[src/rtl/axi_single_master.sv]
// Single-outstanding AXI4 master: turns a simple req/gnt core interface into one
// single-beat AXI4 read or write, with a registered one-cycle completion pulse.
module axi_single_master #(
  parameter int unsigned AXI_ADDR_WIDTH = 32,
  parameter int unsigned AXI_DATA_WIDTH = 64,
  parameter int unsigned AXI_ID_WIDTH   = 10,
  parameter int unsigned AXI_USER_WIDTH = 6,
  parameter int unsigned AXI_STRB_WIDTH = AXI_DATA_WIDTH/8,
  parameter int unsigned MASTER_ID      = 0
) (
  input  logic                      clk_i,
  input  logic                      rst_ni,
  input  logic                      req_i,
  input  logic                      we_i,
  input  logic [AXI_ADDR_WIDTH-1:0] addr_i,
  input  logic [AXI_DATA_WIDTH-1:0] wdata_i,
  input  logic [AXI_STRB_WIDTH-1:0] be_i,
  output logic                      gnt_o,
  output logic                      rvalid_o,
  output logic [AXI_DATA_WIDTH-1:0] rdata_o,
  output logic                      err_o,
  output logic                      master_aw_valid,
  input  logic                      master_aw_ready,
  output logic [AXI_ADDR_WIDTH-1:0] master_aw_addr,
  output logic [AXI_ID_WIDTH-1:0]   master_aw_id,
  output logic [AXI_USER_WIDTH-1:0] master_aw_user,
  output logic [7:0]                master_aw_len,
  output logic [2:0]                master_aw_size,
  output logic [1:0]                master_aw_burst,
  output logic [2:0]                master_aw_prot,
  output logic [3:0]                master_aw_region,
  output logic                      master_aw_lock,
  output logic [3:0]                master_aw_cache,
  output logic [3:0]                master_aw_qos,
  output logic                      master_w_valid,
  input  logic                      master_w_ready,
  output logic [AXI_DATA_WIDTH-1:0] master_w_data,
  output logic [AXI_STRB_WIDTH-1:0] master_w_strb,
  output logic [AXI_USER_WIDTH-1:0] master_w_user,
  output logic                      master_w_last,
  input  logic                      master_b_valid,
  output logic                      master_b_ready,
  input  logic [1:0]                master_b_resp,
  input  logic [AXI_ID_WIDTH-1:0]   master_b_id,
  input  logic [AXI_USER_WIDTH-1:0] master_b_user,
  output logic                      master_ar_valid,
  input  logic                      master_ar_ready,
  output logic [AXI_ADDR_WIDTH-1:0] master_ar_addr,
  output logic [AXI_ID_WIDTH-1:0]   master_ar_id,
  output logic [AXI_USER_WIDTH-1:0] master_ar_user,
  output logic [7:0]                master_ar_len,
  output logic [2:0]                master_ar_size,
  output logic [1:0]                master_ar_burst,
  output logic [2:0]                master_ar_prot,
  output logic [3:0]                master_ar_region,
  output logic                      master_ar_lock,
  output logic [3:0]                master_ar_cache,
  output logic [3:0]                master_ar_qos,
  input  logic                      master_r_valid,
  output logic                      master_r_ready,
  input  logic [AXI_DATA_WIDTH-1:0] master_r_data,
  input  logic [1:0]                master_r_resp,
  input  logic                      master_r_last,
  input  logic [AXI_ID_WIDTH-1:0]   master_r_id,
  input  logic [AXI_USER_WIDTH-1:0] master_r_user
);

  typedef enum logic [2:0] {IDLE, WRITE, WRESP, READ, RDATA} state_e;

  localparam logic [2:0] AXSIZE = 3'($clog2(AXI_STRB_WIDTH));

  state_e                    state_q, state_d;
  logic [AXI_ADDR_WIDTH-1:0] addr_q, addr_d;
  logic [AXI_DATA_WIDTH-1:0] wdata_q, wdata_d;
  logic [AXI_STRB_WIDTH-1:0] be_q, be_d;
  logic [AXI_DATA_WIDTH-1:0] rdata_q, rdata_d;
  logic                      aw_done_q, aw_done_d, w_done_q, w_done_d;
  logic                      rvalid_q, rvalid_d, err_q, err_d;
  logic                      aw_hs, w_hs;

  // Handshake signals derive from state only, never from the matching ready.
  assign gnt_o           = (state_q == IDLE) & req_i;
  assign master_aw_valid = (state_q == WRITE) & ~aw_done_q;
  assign master_w_valid  = (state_q == WRITE) & ~w_done_q;
  assign master_b_ready  = (state_q == WRESP);
  assign master_ar_valid = (state_q == READ);
  assign master_r_ready  = (state_q == RDATA);
  assign aw_hs           = master_aw_valid & master_aw_ready;
  assign w_hs            = master_w_valid & master_w_ready;

  always_comb begin
    state_d   = state_q;
    addr_d    = addr_q;
    wdata_d   = wdata_q;
    be_d      = be_q;
    rdata_d   = rdata_q;
    aw_done_d = aw_done_q;
    w_done_d  = w_done_q;
    rvalid_d  = 1'b0;
    err_d     = 1'b0;
    case (state_q)
      IDLE: if (req_i) begin
        addr_d  = addr_i;
        wdata_d = wdata_i;
        be_d    = be_i;
        state_d = we_i ? WRITE : READ;
      end
      WRITE: begin
        // AW and W may complete in either order; move on once both have.
        if ((aw_done_q | aw_hs) & (w_done_q | w_hs)) begin
          aw_done_d = 1'b0;
          w_done_d  = 1'b0;
          state_d   = WRESP;
        end else begin
          aw_done_d = aw_done_q | aw_hs;
          w_done_d  = w_done_q | w_hs;
        end
      end
      WRESP: if (master_b_valid) begin
        rvalid_d = 1'b1;
        err_d    = (master_b_resp != 2'b00);
        state_d  = IDLE;
      end
      READ: if (master_ar_ready) state_d = RDATA;
      RDATA: if (master_r_valid) begin
        rdata_d  = master_r_data;
        rvalid_d = 1'b1;
        err_d    = (master_r_resp != 2'b00);
        state_d  = IDLE;
      end
      default: state_d = IDLE;
    endcase
  end

  always_ff @(posedge clk_i or negedge rst_ni) begin
    if (!rst_ni) begin
      state_q   <= IDLE;
      addr_q    <= '0;
      wdata_q   <= '0;
      be_q      <= '0;
      rdata_q   <= '0;
      aw_done_q <= 1'b0;
      w_done_q  <= 1'b0;
      rvalid_q  <= 1'b0;
      err_q     <= 1'b0;
    end else begin
      state_q   <= state_d;
      addr_q    <= addr_d;
      wdata_q   <= wdata_d;
      be_q      <= be_d;
      rdata_q   <= rdata_d;
      aw_done_q <= aw_done_d;
      w_done_q  <= w_done_d;
      rvalid_q  <= rvalid_d;
      err_q     <= err_d;
    end
  end

  assign rvalid_o = rvalid_q;
  assign err_o    = err_q;
  assign rdata_o  = rdata_q;

  assign master_aw_addr   = addr_q;
  assign master_aw_id     = AXI_ID_WIDTH'(MASTER_ID);
  assign master_aw_user   = '0;
  assign master_aw_len    = 8'd0;
  assign master_aw_size   = AXSIZE;
  assign master_aw_burst  = 2'b01;
  assign master_aw_prot   = 3'b000;
  assign master_aw_region = 4'd0;
  assign master_aw_lock   = 1'b0;
  assign master_aw_cache  = 4'b0000;
  assign master_aw_qos    = 4'd0;

  assign master_w_data    = wdata_q;
  assign master_w_strb    = be_q;
  assign master_w_user    = '0;
  assign master_w_last    = 1'b1;

  assign master_ar_addr   = addr_q;
  assign master_ar_id     = AXI_ID_WIDTH'(MASTER_ID);
  assign master_ar_user   = '0;
  assign master_ar_len    = 8'd0;
  assign master_ar_size   = AXSIZE;
  assign master_ar_burst  = 2'b01;
  assign master_ar_prot   = 3'b000;
  assign master_ar_region = 4'd0;
  assign master_ar_lock   = 1'b0;
  assign master_ar_cache  = 4'b0000;
  assign master_ar_qos    = 4'd0;

  // Response IDs, user bits and r_last carry nothing for a single-beat, single-ID master.
  logic unused_inputs;
  assign unused_inputs = ^{master_b_id, master_b_user, master_r_last, master_r_id, master_r_user};

endmodule

[config.mk]
export PLATFORM = sky130hd
export DESIGN_NAME = axi_single_master
export DESIGN_NICKNAME = d
export VERILOG_FILES = /design/src/rtl/axi_single_master.sv
export SDC_FILE = /design/constraint.sdc
export NUM_CORES = 1
export LEC_CHECK = 0
export ABC_AREA = 1
export CAP_MARGIN = 20
export CELL_PAD_IN_SITES_DETAIL_PLACEMENT = 1
export CELL_PAD_IN_SITES_GLOBAL_PLACEMENT = 1
export CORE_AREA = 2 2 203 205
export CTS_BUF_LIST = sky130_fd_sc_hd__clkbuf_16
export DETAILED_ROUTE_END_ITERATION = 10
export DIE_AREA = 0 0 205 207
export GPL_TIMING_DRIVEN = 0
export MAX_ROUTING_LAYER = met4
export PLACE_DENSITY_LB_ADDON = 0.1
export SLEW_MARGIN = 5
export SYNTH_ARGS = -nofsm -noshare
export SYNTH_HDL_FRONTEND = slang
export SYNTH_SLANG_ARGS = --single-unit
[constraint.sdc]
create_clock -name clk_i -period 2.7 [get_ports clk_i]
set_input_delay 0.675 -clock clk_i [delete_from_list [all_inputs] [get_ports clk_i]]
set_output_delay 0.675 -clock clk_i [all_outputs]
set_load 0.01 [all_outputs]
==> results.yml, run 1 <==
synthesis:
  ys_seq_area_share_pct: 55.9
  yosys_warnings: 0
  synth_compound_area_share_pct: 0.271
  synthCells: 911
  netlist_area_um2: 7840
  synth_top_family_by_area: "simple AND/OR/NAND/NOR gates"
  syn_avg_cell_area_um2: 8.60
  synth-xor-area-share_pct: 0
  synthMuxAreaShare_pct: 0
  synth_fa_ha_area_share_pct: 0
  synth_simple_gate_area_share_pct: 27.5
  synth-seq-cells: 175
  synth_cell_type_count: 18
routing:
  antenna_left: 0
  drtIter0Drc: 309
  drt_first_pass_iters: 4
  avgViaCountPerCell: 3.72
  routed_wl_mm: 31.7
  wire_per_inst_um: 16.1
  num_vias: 7323
  drc: 0
place:
  hpwl_mm: 24.5
  port_buffers: 388
  dpl.cell_count: 1927
  place.gp.congestion: 0.729
layout:
  fill_cells: 4818
  fin_nets: 1631
  syn_to_final_growth_pct: 71.3
  fin_util_pct: 33.3
  drive_gt1_share_pct: 14.4
  final_cells: 1966
sta:
  finalHoldViolations: 0
  slew_viol_final: 0
  fin_crit_sh_pct: 93.1
  min_period_ns: 2.51
  maxSlewHeadroom_pct: 46.6
  setup_viol: 0
  skew_ns: 0.0105
  rsz0062_at_grt: "no"
  tightest_slew_ns: 0.801
  fmaxAchievable_mhz: 398
cts:
  htreeDepth: 4
  cts-root-buf: "clkbuf_16"
  clock_latency_ns: 0.45
  numCtsBuffers: 17
  cts_sinks: 175
  cts_buffer_depth: 2
  cts_tree: "yes"
  cts_hold_buf: 0
  cts.clk_slew.worst_paths_ns: 0.07
global_routing:
  grt_start_max_net_pins: 91
  antenna_found_initial: 5
  overflow: 0
  grt_pass1_vias: 7611
  grt_pass1_wl_mm: 47.7
  grtUsageTotal_pct: 15.4
floorplan:
  chipHeight_um: 207
  die_w_um: 205
  ios: 519
  core.rowCount: 74
  die_area_um2: 42400
  initial_core_util_pct: 19.4
  coreArea_um2: 40400
setup_path:
  endpoint_kind: "output pin"
  critPathRequiredTime_ns: 2.03
  cp_max_fo: 10
  worst-setup-path-type: "register to output pin"
  critPathLaunchType: "register"
  worstPathArrival_ns: 1.84
pwr:
  vdd_drop_max_v: 0.000422
  leakage_uw: 0.00679
  p_per_area_nw_per_um2: 1070
min_path:
  hp-class: "input port to asynchronous set/reset pin"
outcome:
  run_status: "finished, final reports clean"
flow_run:
  cap_viol_max_count: 0
kinds of logic (layout without fill, tap and decap cells):
group / after synthesis / after routing
compound gates: 4 / 4
simple gates: 544 / 544
flops: 175 / 175
other cells: 2 / 102
buf+inv: 186 / 609
cells in the mapped netlist:
library cell	count	area, um^2
nor3_1	1	5.00
nor2_4	2	22.5
nand4_1	2	12.5
nand3b_1	1	7.51
clkbuf_1	10	37.5
dfrtp_1	175	4380
inv_2	2	7.51
buf_2	22	110
conb_1	2	7.51
buf_4	136	1020
nand3_1	70	350
buf_6	5	56.3
and2_1	1	6.26
o21ai_0	3	15.0
o22ai_1	1	6.26
inv_1	11	41.3
nand2_1	458	1720
nor2_1	9	33.8
registers in the layout (all words and copies together), names as in the netlist:
| signal | cells |
|---|---|
| aw_done_q | 1 |
| err_o | 1 |
| master_ar_addr | 32 |
| master_w_data | 64 |
| master_w_strb | 8 |
| rdata_o | 64 |
| rvalid_o | 1 |
| state_q | 3 |
| w_done_q | 1 |
cell type report:
type,count,area [um^2],area share [%]
diodes,5,12.5,0.0932
flip-flops and latches,175,4380,32.6
well taps,532,666,4.96
inverters,13,48.8,0.363
multi-input cells,645,2550,19.0
repair buffers,392,3940,29.3
plain buffers,173,1240,9.21
clock buffers,17,425,3.17
clock inverters,14,168,1.25
cell usage in the layout (no fill, tap or decap), types with 7 or more instances in the layout:
| master | Yosys | layout |
|---|---|---|
| clkbuf_16 | 0 | 17 |
| clkbuf_1 | 10 | 9 |
| buf_4 | 136 | 140 |
| dfrtp_1 | 175 | 174 |
| nor2_1 | 9 | 7 |
| buf_2 | 22 | 21 |
| nand3_1 | 70 | 70 |
| nand2_1 | 458 | 458 |
| inv_1 | 11 | 11 |
| conb_1 | 2 | 97 |
| clkdlybuf4s50_1 | 0 | 382 |
layer usage:
metal  track usage (%)  vias to the layer above  wire [um]
met2              24.5                      275      14900
met3              7.06                       19       3520
li1                  -                     3583          -
met4              3.80                        0        340
met5                 -                        -          0
met1              17.5                     3446      13000
critical path: stages, from the launching register on:
cell and delay (ns):
dfrtp_1 0.32, buf_2 0.22, nand2_1 0.10, nor2_2 0.16
clkdlybuf4s50_1 0.61
power breakdown:
group,total (uW),switching (uW),internal (uW)
clock,2620,1170,1450
sequential,4680,789,3890
combinational,7080,3260,3820
worst paths after layout:
check | start | endpoint | slack [ns] | cells past startpoint
worst max-delay path | state_q[0] | master_ar_valid | 0.19 | 4
worst min-delay path | rst_ni | master_ar_addr[19] | 0.21 | 1
worst max register to register | state_q[0] | rdata_o[16] | 0.99 | 8
worst min register to register | rdata_o[20] | rdata_o[20] | 0.47 | 2
max in group asynchronous | rst_ni | rdata_o[27] | 1.54 | 2
min in group clk_i | rdata_o[20] | rdata_o[20] | 0.47 | 2
per-stage QoR:
step	worst slack, ns	TNS (ns)	total power (uW)	cell area (um^2)	hold WS [ns]
global route	0.0369	0	15500	13400	0.267
CTS	0.0162	0	14700	13400	0.264
floorplan	0.938	0	7590	8200	0.379
global placement	-7.77	-1355.71	11800	12700	0.453
detailed placement	-0.324	-0.324	11900	12800	0.457
finish	0.187	0	14400	13400	0.213
timing repair:
action / CTS / global route
setup endpoints to repair: 3 / 3
gates resized for setup: 10 / 3
hold endpoints to repair: 0 / 0
setup buffers: 3 / 0
pin swaps: 2 / 0
No activity file was read; power rests on OpenSTA's default activity.
==> inputs of run 2 (changes only) <==
CORE_AREA = 2 2 201 203   (was 2 2 203 205)
DIE_AREA = 0 0 203 205   (was 0 0 205 207)
HOLD_SLACK_MARGIN = 0.05   (was unset)
==> results.yml, run 2 (synthesis gave the netlist of run 1 again) <==
outcome:
  run_status: "finished, final reports clean"
routing:
  wire_per_inst_um: 15.9
  avgViaCountPerCell: 3.72
  num_vias: 7289
  drc: 0
  antenna_left: 0
  drtIter0Drc: 252
  routed_wl_mm: 31.1
  drt_first_pass_iters: 4
setup_path:
  worst-setup-path-type: "register to output pin"
  cp_max_fo: 10
  r2r-start: "state_q[0]"
  r2r_slack_ns: 0.99
  endpoint_kind: "output pin"
  critPathLaunchType: "register"
  crit_path_start: "state_q[0]"
  worstPathArrival_ns: 1.86
  r2r_cells: 10
  critPathRequiredTime_ns: 2.03
  r2r-end: "master_w_data[29]"
global_routing:
  grt_pass1_wl_mm: 46.4
  grt_pass1_vias: 7565
  overflow: 0
  grtUsageTotal_pct: 15.3
  grt_start_max_net_pins: 91
  antenna_found_initial: 4
layout:
  final_common_cell: "nand2_1"
  syn_to_final_growth_pct: 69.9
  final_cell_mix: "nand2_1, clkdlybuf4s50_1, dfrtp_1"
  design_area_um2: 13300
  fin_nets: 1631
  drive_gt1_share_pct: 13.8
  fin_util_pct: 33.8
sta:
  holdWs_ns: 0.205
  fmaxAchievable_mhz: 395
  fin_tns_setup_ns: 0
  tightest_slew_ns: 0.755
  setup_viol: 0
  skew_ns: 0.0109
  slew_viol_final: 0
  rsz0062_at_grt: "no"
  fin_crit_sh_pct: 93.9
  maxSlewHeadroom_pct: 49.7
  min_period_ns: 2.53
  finalHoldViolations: 0
cts:
  cts.clk_slew.worst_paths_ns: 0.07
  cts_tree: "yes"
  cts-root-buf: "clkbuf_16"
  cts_buffer_depth: 2
  cts_sinks: 175
  htreeDepth: 4
  numCtsBuffers: 17
  cts_hold_buf: 0
  clock_latency_ns: 0.45
place:
  placed_area_um2: 12800
  hpwl_mm: 24.0
  port_buffers: 388
  place.gp.congestion: 0.748
min_path:
  hp-class: "input port to asynchronous set/reset pin"
pwr:
  vdd_drop_max_v: 0.000420
  p_per_area_nw_per_um2: 1050
  power_uw: 14000
  leakage_uw: 0.00679
flow_run:
  cap_viol_max_count: 0
floorplan:
  ios: 519
  chipHeight_um: 205
  initial_core_util_pct: 19.9
  die_area_um2: 41600
  coreArea_um2: 39400
  core.rowCount: 73
  die_w_um: 203
[run 2: cell types whose count changed in the layout (fill, tap and decap cells not counted), moves of 2 or more]
cell,previous run,this run
inv_1,11,17
clkinvlp_4,5,1
bufinv_16,3,0
clkinv_1,1,3
[run 2: power breakdown]
part           switching, uW  internal (uW)  leakage (uW)  total [uW]
logic                   3230           3820       0.00432        7050
registers                791           3890       0.00221        4680
clock network           1090           1140      0.000263        2230
[run 2: worst max-delay path by stage]
stage / end / depth (start not counted)
floorplan: gnt_o / 3
global placement: rdata_o[32] / 1
detailed placement: gnt_o / 5
CTS: master_aw_valid / 5
global route: master_ar_valid / 4
finish: master_ar_valid / 4
[run 2: through the flow]
stage / std cells / setup WS (ns)
2_1_floorplan: 1006 / 0.938
4_1_cts: 1954 / 0.0155
3_3_place_gp: 1919 / -7.64
5_1_grt: 1958 / 0.0345
3_5_place_dp: 1920 / -0.329
6_report: 1958 / 0.165
[run 2: layout make-up]
cell class	count	area, um^2
fillers	4630	26000
well taps	525	657
flip-flops and latches	175	4380
inverters	13	48.8
clock inverters	14	65.1
diodes	4	10.0
clock buffers	17	425
multi-input cells	645	2550
repair buffers	392	3940
plain buffers	173	1240
[run 2: what timing repair did]
item	in CTS	in global routing
pin swaps	2	0
setup buffers	3	0
setup endpoints to repair	2	3
gates resized for setup	8	4
[run 2: metal layers]
layer,up-vias,GRT usage (%),part of all wire (%)
li1,3577,-,-
met1,3410,17.2,41
met2,282,24.3,47
met3,20,7.37,11
met4,0,4.12,1.1
met5,-,-,0
[run 2: worst max-delay path: stages (launching register included)]
cell and delay [ns]:
dfrtp_1 0.33, buf_2 0.22, nand2_1 0.07, nor2_1 0.18, clkdlybuf4s50_1 0.61
==> inputs of run 3 (changes only) <==
CAP_MARGIN = 10   (was 20)
GPL_ROUTABILITY_DRIVEN = 1   (was unset)
==> results of run 3 <==
Same layout as run 2: the final DEF is identical, and so are final timing and power.
